==> src/rtl/pool_pkg.sv <==
// Shared types and the window-average helper for the 2x2 average-pooling stream.
// Build option AVG_POOL_ROUND_EN selects round-half-up instead of floor in avg4.
package pool_pkg;

  localparam int DATA_W = 32;

  typedef logic signed [DATA_W-1:0] data_t;
  typedef logic signed [DATA_W:0]   pair_t;
  typedef logic signed [DATA_W+1:0] sum_t;

  // A 4-sample mean of DATA_W values always fits back into DATA_W bits.
  function automatic data_t avg4(input sum_t s);
    sum_t q;
`ifdef AVG_POOL_ROUND_EN
    q = (s + sum_t'(2)) >>> 2;
`else
    q = s >>> 2;
`endif
    return data_t'(q[DATA_W-1:0]);
  endfunction

endpackage

==> src/rtl/avg_pool_stream_if.sv <==
// Valid/ready sample stream used on both sides of the pooling stage.
// 'last' marks the final beat of a frame and is only meaningful on the output side.
interface avg_pool_stream_if;
  import pool_pkg::*;

  data_t data;
  logic  valid;
  logic  ready;
  logic  last;

  modport master (output data, output valid, output last, input ready);
  modport slave  (input data, input valid, input last, output ready);

endinterface

==> src/rtl/pool_line_buf.sv <==
// One row of horizontal pair sums, written on even rows and read back on odd rows.
// Storage is deliberately unreset: every entry is rewritten before it is consumed.
module pool_line_buf #(
  parameter int DEPTH = 4,
  parameter int AW    = 2
) (
  input  logic              clk,
  input  logic              we,
  input  logic [AW-1:0]     idx,
  input  pool_pkg::pair_t   wdata,
  output pool_pkg::pair_t   rdata
);
  import pool_pkg::*;

  pair_t mem_q [DEPTH];

  always_ff @(posedge clk) begin
    if (we) mem_q[idx] <= wdata;
  end

  assign rdata = mem_q[idx];

endmodule

==> src/rtl/avg_pool_stream.sv <==
// Streaming 2x2 average pooling: raster-order WIDTH_IN^2 map in, WIDTH_OUT^2 window means out.
// Rounding mode follows AVG_POOL_ROUND_EN (see pool_pkg::avg4); timing is identical either way.
module avg_pool_stream #(
  parameter int WIDTH_IN = 8,
  parameter int DATA_W   = pool_pkg::DATA_W
) (
  input  logic                  clk,
  input  logic                  rst_n,
  input  logic                  frame_clr,
  avg_pool_stream_if.slave      in_if,
  avg_pool_stream_if.master     out_if
);
  import pool_pkg::*;

  localparam int WIDTH_OUT = WIDTH_IN / 2;
  localparam int CW = (WIDTH_IN > 2) ? $clog2(WIDTH_IN) : 1;
  localparam int AW = (WIDTH_OUT > 1) ? $clog2(WIDTH_OUT) : 1;

  if (WIDTH_IN < 2 || (WIDTH_IN % 2) != 0) begin : g_bad_width
    $error("avg_pool_stream: WIDTH_IN must be even and >= 2");
  end
  if (DATA_W != pool_pkg::DATA_W) begin : g_bad_data_w
    $error("avg_pool_stream: DATA_W must match pool_pkg::DATA_W");
  end

  logic [CW-1:0] col_q, col_d, row_q, row_d;
  data_t         h_reg_q, h_reg_d;
  data_t         out_data_q, out_data_d;
  logic          out_valid_q, out_valid_d;
  logic          out_last_q, out_last_d;

  logic          in_ready, accept, lb_we, load, col_last, row_last;
  logic [AW-1:0] lb_idx;
  pair_t         pair, lb_rdata;
  sum_t          sum;

  assign in_ready = !out_valid_q || out_if.ready;
  assign accept   = in_if.valid && in_ready && !frame_clr;
  assign col_last = (col_q == CW'(WIDTH_IN - 1));
  assign row_last = (row_q == CW'(WIDTH_IN - 1));
  assign lb_idx   = AW'(col_q >> 1);

  pool_line_buf #(.DEPTH(WIDTH_OUT), .AW(AW)) u_line_buf (
    .clk   (clk),
    .we    (lb_we),
    .idx   (lb_idx),
    .wdata (pair),
    .rdata (lb_rdata)
  );

  always_comb begin
    col_d       = col_q;
    row_d       = row_q;
    h_reg_d     = h_reg_q;
    out_data_d  = out_data_q;
    out_valid_d = out_valid_q;
    out_last_d  = out_last_q;
    lb_we       = 1'b0;
    load        = 1'b0;
    pair        = pair_t'(h_reg_q) + pair_t'(in_if.data);
    sum         = sum_t'(lb_rdata) + sum_t'(pair);

    if (frame_clr) begin
      col_d   = '0;
      row_d   = '0;
      h_reg_d = '0;
    end else if (accept) begin
      if (!col_q[0])      h_reg_d = in_if.data;
      else if (!row_q[0]) lb_we   = 1'b1;
      else                load    = 1'b1;

      if (col_last) begin
        col_d = '0;
        row_d = row_last ? '0 : row_q + CW'(1);
      end else begin
        col_d = col_q + CW'(1);
      end
    end

    // A new window result may replace the one being popped in the same cycle.
    if (load) begin
      out_data_d  = avg4(sum);
      out_valid_d = 1'b1;
      out_last_d  = col_last && row_last;
    end else if (out_valid_q && out_if.ready) begin
      out_valid_d = 1'b0;
      out_last_d  = 1'b0;
    end
  end

  always_ff @(posedge clk or negedge rst_n) begin
    if (!rst_n) begin
      col_q       <= '0;
      row_q       <= '0;
      h_reg_q     <= '0;
      out_data_q  <= '0;
      out_valid_q <= 1'b0;
      out_last_q  <= 1'b0;
    end else begin
      col_q       <= col_d;
      row_q       <= row_d;
      h_reg_q     <= h_reg_d;
      out_data_q  <= out_data_d;
      out_valid_q <= out_valid_d;
      out_last_q  <= out_last_d;
    end
  end

  assign in_if.ready  = in_ready;
  assign out_if.data  = out_data_q;
  assign out_if.valid = out_valid_q;
  assign out_if.last  = out_last_q;

endmodule

==> src/flat_wrapper.sv <==
// flat-port wrapper written by rule: the top's interface ports become plain ports
module avg_pool_stream_flat import pool_pkg::*;
#(
  parameter int WIDTH_IN = 8,
  parameter int DATA_W   = pool_pkg::DATA_W
)
  (clk, rst_n, frame_clr, in_if_data, in_if_valid, in_if_last, in_if_ready, out_if_data, out_if_valid, out_if_last, out_if_ready);
  avg_pool_stream_if in_if_i ();
  avg_pool_stream_if out_if_i ();
  input  logic clk;
  input  logic rst_n;
  input  logic frame_clr;
  input wire logic [$bits(in_if_i.data)-1:0] in_if_data;
  input wire logic [$bits(in_if_i.valid)-1:0] in_if_valid;
  input wire logic [$bits(in_if_i.last)-1:0] in_if_last;
  output wire logic [$bits(in_if_i.ready)-1:0] in_if_ready;
  output wire logic [$bits(out_if_i.data)-1:0] out_if_data;
  output wire logic [$bits(out_if_i.valid)-1:0] out_if_valid;
  output wire logic [$bits(out_if_i.last)-1:0] out_if_last;
  input wire logic [$bits(out_if_i.ready)-1:0] out_if_ready;
  assign in_if_i.data = in_if_data;
  assign in_if_i.valid = in_if_valid;
  assign in_if_i.last = in_if_last;
  assign in_if_ready = in_if_i.ready;
  assign out_if_data = out_if_i.data;
  assign out_if_valid = out_if_i.valid;
  assign out_if_last = out_if_i.last;
  assign out_if_i.ready = out_if_ready;
  avg_pool_stream #(.WIDTH_IN(WIDTH_IN), .DATA_W(DATA_W)) u_core (.clk(clk), .rst_n(rst_n), .frame_clr(frame_clr), .in_if(in_if_i), .out_if(out_if_i));
endmodule
==> config.mk <==
export PLATFORM = sky130hd
export DESIGN_NAME = avg_pool_stream_flat
export DESIGN_NICKNAME = d
export VERILOG_FILES = /design/src/rtl/pool_pkg.sv /design/src/rtl/avg_pool_stream_if.sv /design/src/rtl/pool_line_buf.sv /design/src/rtl/avg_pool_stream.sv /design/src/flat_wrapper.sv
export SDC_FILE = /design/constraint.sdc
export NUM_CORES = 1
export LEC_CHECK = 0
export BUFFER_PORTS_ARGS = -buffer_cell sky130_fd_sc_hd__buf_4
export CAP_MARGIN = 30
export CORE_MARGIN = 5
export CORE_UTILIZATION = 25
export DETAILED_ROUTE_END_ITERATION = 8
export PLACE_DENSITY = 0.37
export SLEW_MARGIN = 25
export SYNTH_ARGS = -nofsm -noshare
export SYNTH_HDL_FRONTEND = slang
export SYNTH_SLANG_ARGS = --single-unit
==> constraint.sdc <==
create_clock -name clk -period 5.8 [get_ports clk]
set_input_delay 0.87 -clock clk [delete_from_list [all_inputs] [get_ports clk]]
set_output_delay 0.87 -clock clk [all_outputs]
set_load 0.05 [all_outputs]
==> results.py <==
metrics = {
    "global_routing": {
        "grt_first_pass_wirelength_um": 42210,
        "grt_antenna_before_repair": 0,
        "track_usage_pct": 11.23,
        "grt_remaining_overflow": 0,
        "grt_start_max_net_pins": 65,
        "first_global_vias": 7246,
    },
    "cts": {
        "insertion_delay_ns": 0.54,
        "worst_setup_hold_path_clk_slew_ns": 0.06,
        "buffer_levels_on_the_longest_clock_path": 3,
        "clock_tree.root_cell": "clkbuf_16",
        "cts.htree.levels": 1,
        "hold_buf_cts": 0,
        "postCtsSetupRepairBufs": 0,
        "cts.repair.resized": 0,
        "numCtsBuffers": 25,
        "numClockSinks": 204,
        "cts_tree": "built",
    },
    "placement": {
        "detailed_place.area_um2": 12150,
        "hpwlAfterDp_um": 19470,
        "finalWeightedCongestion": 0.7384,
        "io_buffer_count": 71,
    },
    "setup_path": {
        "cp.required_ns": 6.18,
        "regToRegSetupSlack_ns": 0.86,
        "critical_path.startpoint_type": "input pin",
        "setup.worst_path.end_class": "flip-flop",
        "cp.arrival_ns": 5.39,
        "r2r_depth": 19,
        "criticalPathCategory": "input pin to flip-flop",
        "cp-endpoint": "u_core.out_if.data[29]$_DFFE_PN0P_",
        "critical_path.startpoint": "in_if_data[3]",
        "rr_endpoint": "u_core.out_if.data[29]$_DFFE_PN0P_",
        "crit_fanout": 4,
        "critical_path.reg2reg.startpoint": "u_core.h_reg_q[3]$_DFFE_PN0P_",
    },
    "floorplanning": {
        "die_outline_area_um2": 47000,
        "floorplan.initialDensity_pct": 25.37,
        "die_y_um": 216.8,
        "ports": 73,
        "core_area_um2": 42130,
        "floorplan.rows": 75,
        "floorplan.die.width_um": 216.8,
    },
    "sta": {
        "slew_headroom_pct": 51.25,
        "report.final.hold_viol_count": 0,
        "fin_setup_tns_ns": 0,
        "worst_slew_pin_slew_ns": 0.7282,
        "final-setup-viol-count": 0,
        "time_the_worst_path_needs_with_i_o_delays_and_setup_ns": 5.012,
        "clock.fmax_mhz": 199.5,
        "fin_hold_ws_ns": 0.2746,
        "grt_setup_unrepaired": "false",
        "post-route-period-util_pct": 86.41,
        "maxSlewViolCount": 0,
        "clock-skew-final_ns": 0.02418,
    },
    "min_path": {
        "hp-class": "input pin to async pin",
    },
    "status": {
        "status": "completed",
    },
    "detailed_routing": {
        "drt_pre_antenna_iters": 6,
        "route.detailed.vias_per_inst": 4.467,
        "routed_wirelength_normalized_by_instance_count_um": 16.90,
        "via_count": 6987,
        "drtIter0Drc": 271,
        "totalWireLength_um": 26440,
        "drt.antenna.violating_nets": 0,
        "route.detailed.drc": 0,
    },
    "finish": {
        "regArea_um2": 5767,
        "num_antenna_cells": 0,
        "areaGrowthSynthToFinish_pct": 21.61,
        "stdcell_area_um2": 13000,
        "design.final.nets": 1113,
        "multi_input_comb_area_um2": 4751,
        "fillCellCount": 4282,
        "layout-drive-gt1-share_pct": 19.12,
    },
    "yosys": {
        "post_synth_main_area_contributors": "edfxtp_1, dfrtp_1, ha_1, mux4_2, nand2_1",
        "synth_enable_flop_cells": 132,
        "synth_commonest_cells": "edfxtp_1, nand2_1, dfrtp_1, ha_1, o21ai_0",
        "syn-instance-count": 893,
        "flops_latches_synth": 204,
        "synth_most_common_cell": "edfxtp_1",
        "synth_seq_area_share_pct": 53.93,
        "synth_area_leader_cell": "edfxtp_1",
        "synth_cell_type_count": 63,
        "syn-mean-instance-area_um2": 11.97,
        "cell_area_synth_um2": 10690,
        "proportion_of_netlist_area_held_by_the_largest_area_contributor_pct": 37.08,
        "yosys_warnings": 0,
        "synthArstFlopShare_pct": 35.29,
        "synth_flop_cell": "edfxtp_1",
        "synth_nets": 1000,
    },
    "pwr": {
        "ir_drop_mv": 0.1802,
        "power-per-cell-area_nw_per_um2": 326.7,
        "p_leak_nw": 5.164,
    },
    "flow_run": {
        "cap_viol_max_count": 0,
    },
}
-- area by class of cell --
type / count / area share (%)
clock inverter: 9 / 1.145
clock buffer: 37 / 5.159
inverter: 26 / 0.7507
sequential: 204 / 44.36
timing repair buffer: 116 / 6.853
multi-input combinational: 633 / 36.54
tap: 539 / 5.188
-- sequential cells by signal (all words and copies together), names as in the netlist --
name                     flops
u_core.col_q                 3
u_core.h_reg_q              32
u_core.out_if.data          32
u_core.out_if.last           1
u_core.out_if.valid          1
u_core.row_q                 3
u_core.u_line_buf.mem_q    132
-- critical path, cell delays in order --
cell and delay (ns):
buf_4 0.11, ha_1 0.30, a21o_1 0.18, a21oi_1 0.21, a211oi_1 0.11, buf_4 0.15, o41ai_1 0.49, a21oi_1 0.18
a21o_1 0.20, a21oi_1 0.17, xnor2_1 0.26, ha_1 0.36, o2111ai_1 0.21, a21oi_1 0.06, a221oi_1 0.40, o21ai_0 0.22
o21a_2 0.29, o31ai_1 0.34, and3_1 0.20, o31ai_1 0.07
-- worst min path at each step --
stage	endpoint
floorplan	u_core.h_reg_q[0]$_DFFE_PN0P_
global placement	u_core.out_if.data[27]$_DFFE_PN0P_
detailed placement	u_core.out_if.data[27]$_DFFE_PN0P_
CTS	u_core.h_reg_q[3]$_DFFE_PN0P_
global route	u_core.h_reg_q[3]$_DFFE_PN0P_
finish	u_core.h_reg_q[3]$_DFFE_PN0P_
-- power breakdown --
part,switching [mW],internal [mW]
Sequential,0.0151,1.64
Clock,0.600,0.976
Combinational,0.585,0.428
-- layout by cell type, fill, tap and decap left out, types with 3 or more instances in the layout --
cell and count:
and2_1 4, bufinv_16 4, a211o_1 3, o2111ai_1 3
a31oi_1 9, or3_1 6, nand2b_1 39, nand4_1 4
o31ai_1 10, xnor2_1 34, buf_4 114, nor3b_1 4
and3_1 6, nand2_1 104, or4_1 4, inv_1 26
edfxtp_1 132, clkbuf_16 25, dfrtp_1 71, nor2b_1 11
o21ai_0 66, o22ai_1 4, a221oi_1 3, clkbuf_1 12
nor2_1 34, a211oi_1 7, a21oi_1 53, o21a_1 6
o21bai_1 7, mux4_2 33, xor2_1 11, o211ai_1 4
nor3_1 9, nand3_1 22, ha_1 68, a21o_1 26
clkinv_2 4
-- through the flow --
| step | power [mW] | utilization, % | setup WS [ns] | instances |
|---|---|---|---|---|
| 6_report | 4.247 | 30.85 | 0.7882 | 1564 |
| 5_1_grt | 4.511 | 30.85 | 0.3447 | 1564 |
| 4_1_cts | 4.325 | 30.77 | 0.7335 | 1562 |
| 3_5_place_dp | 2.712 | 28.83 | 0.1739 | 1516 |
| 3_3_place_gp | 2.712 | 28.83 | 0.1627 | 1516 |
| 2_1_floorplan | 2.359 | - | 0.2530 | 893 |
-- layer usage --
layer | track usage [%] | wire length [um]
met2 | 17.49 | 11460
met5 | 0 | 0
met3 | 1.973 | 1045
met4 | 2.989 | 471
met1 | 16.23 | 13460
-- logic make-up after synthesis --
logic type               count (synthesis)  share of synthesized area (%)
AO/OA/AOI/OAI                          222                          13.12
XOR/XNOR                                45                          3.687
adder cells (fa/ha/maj)                 69                          8.146
buffers and inverters                   56                          1.966
flip-flops                             204                          53.93
multiplexers                            35                          7.151
AND/OR/NAND/NOR                        262                          12.00
Power figures use the tool's default switching activity.
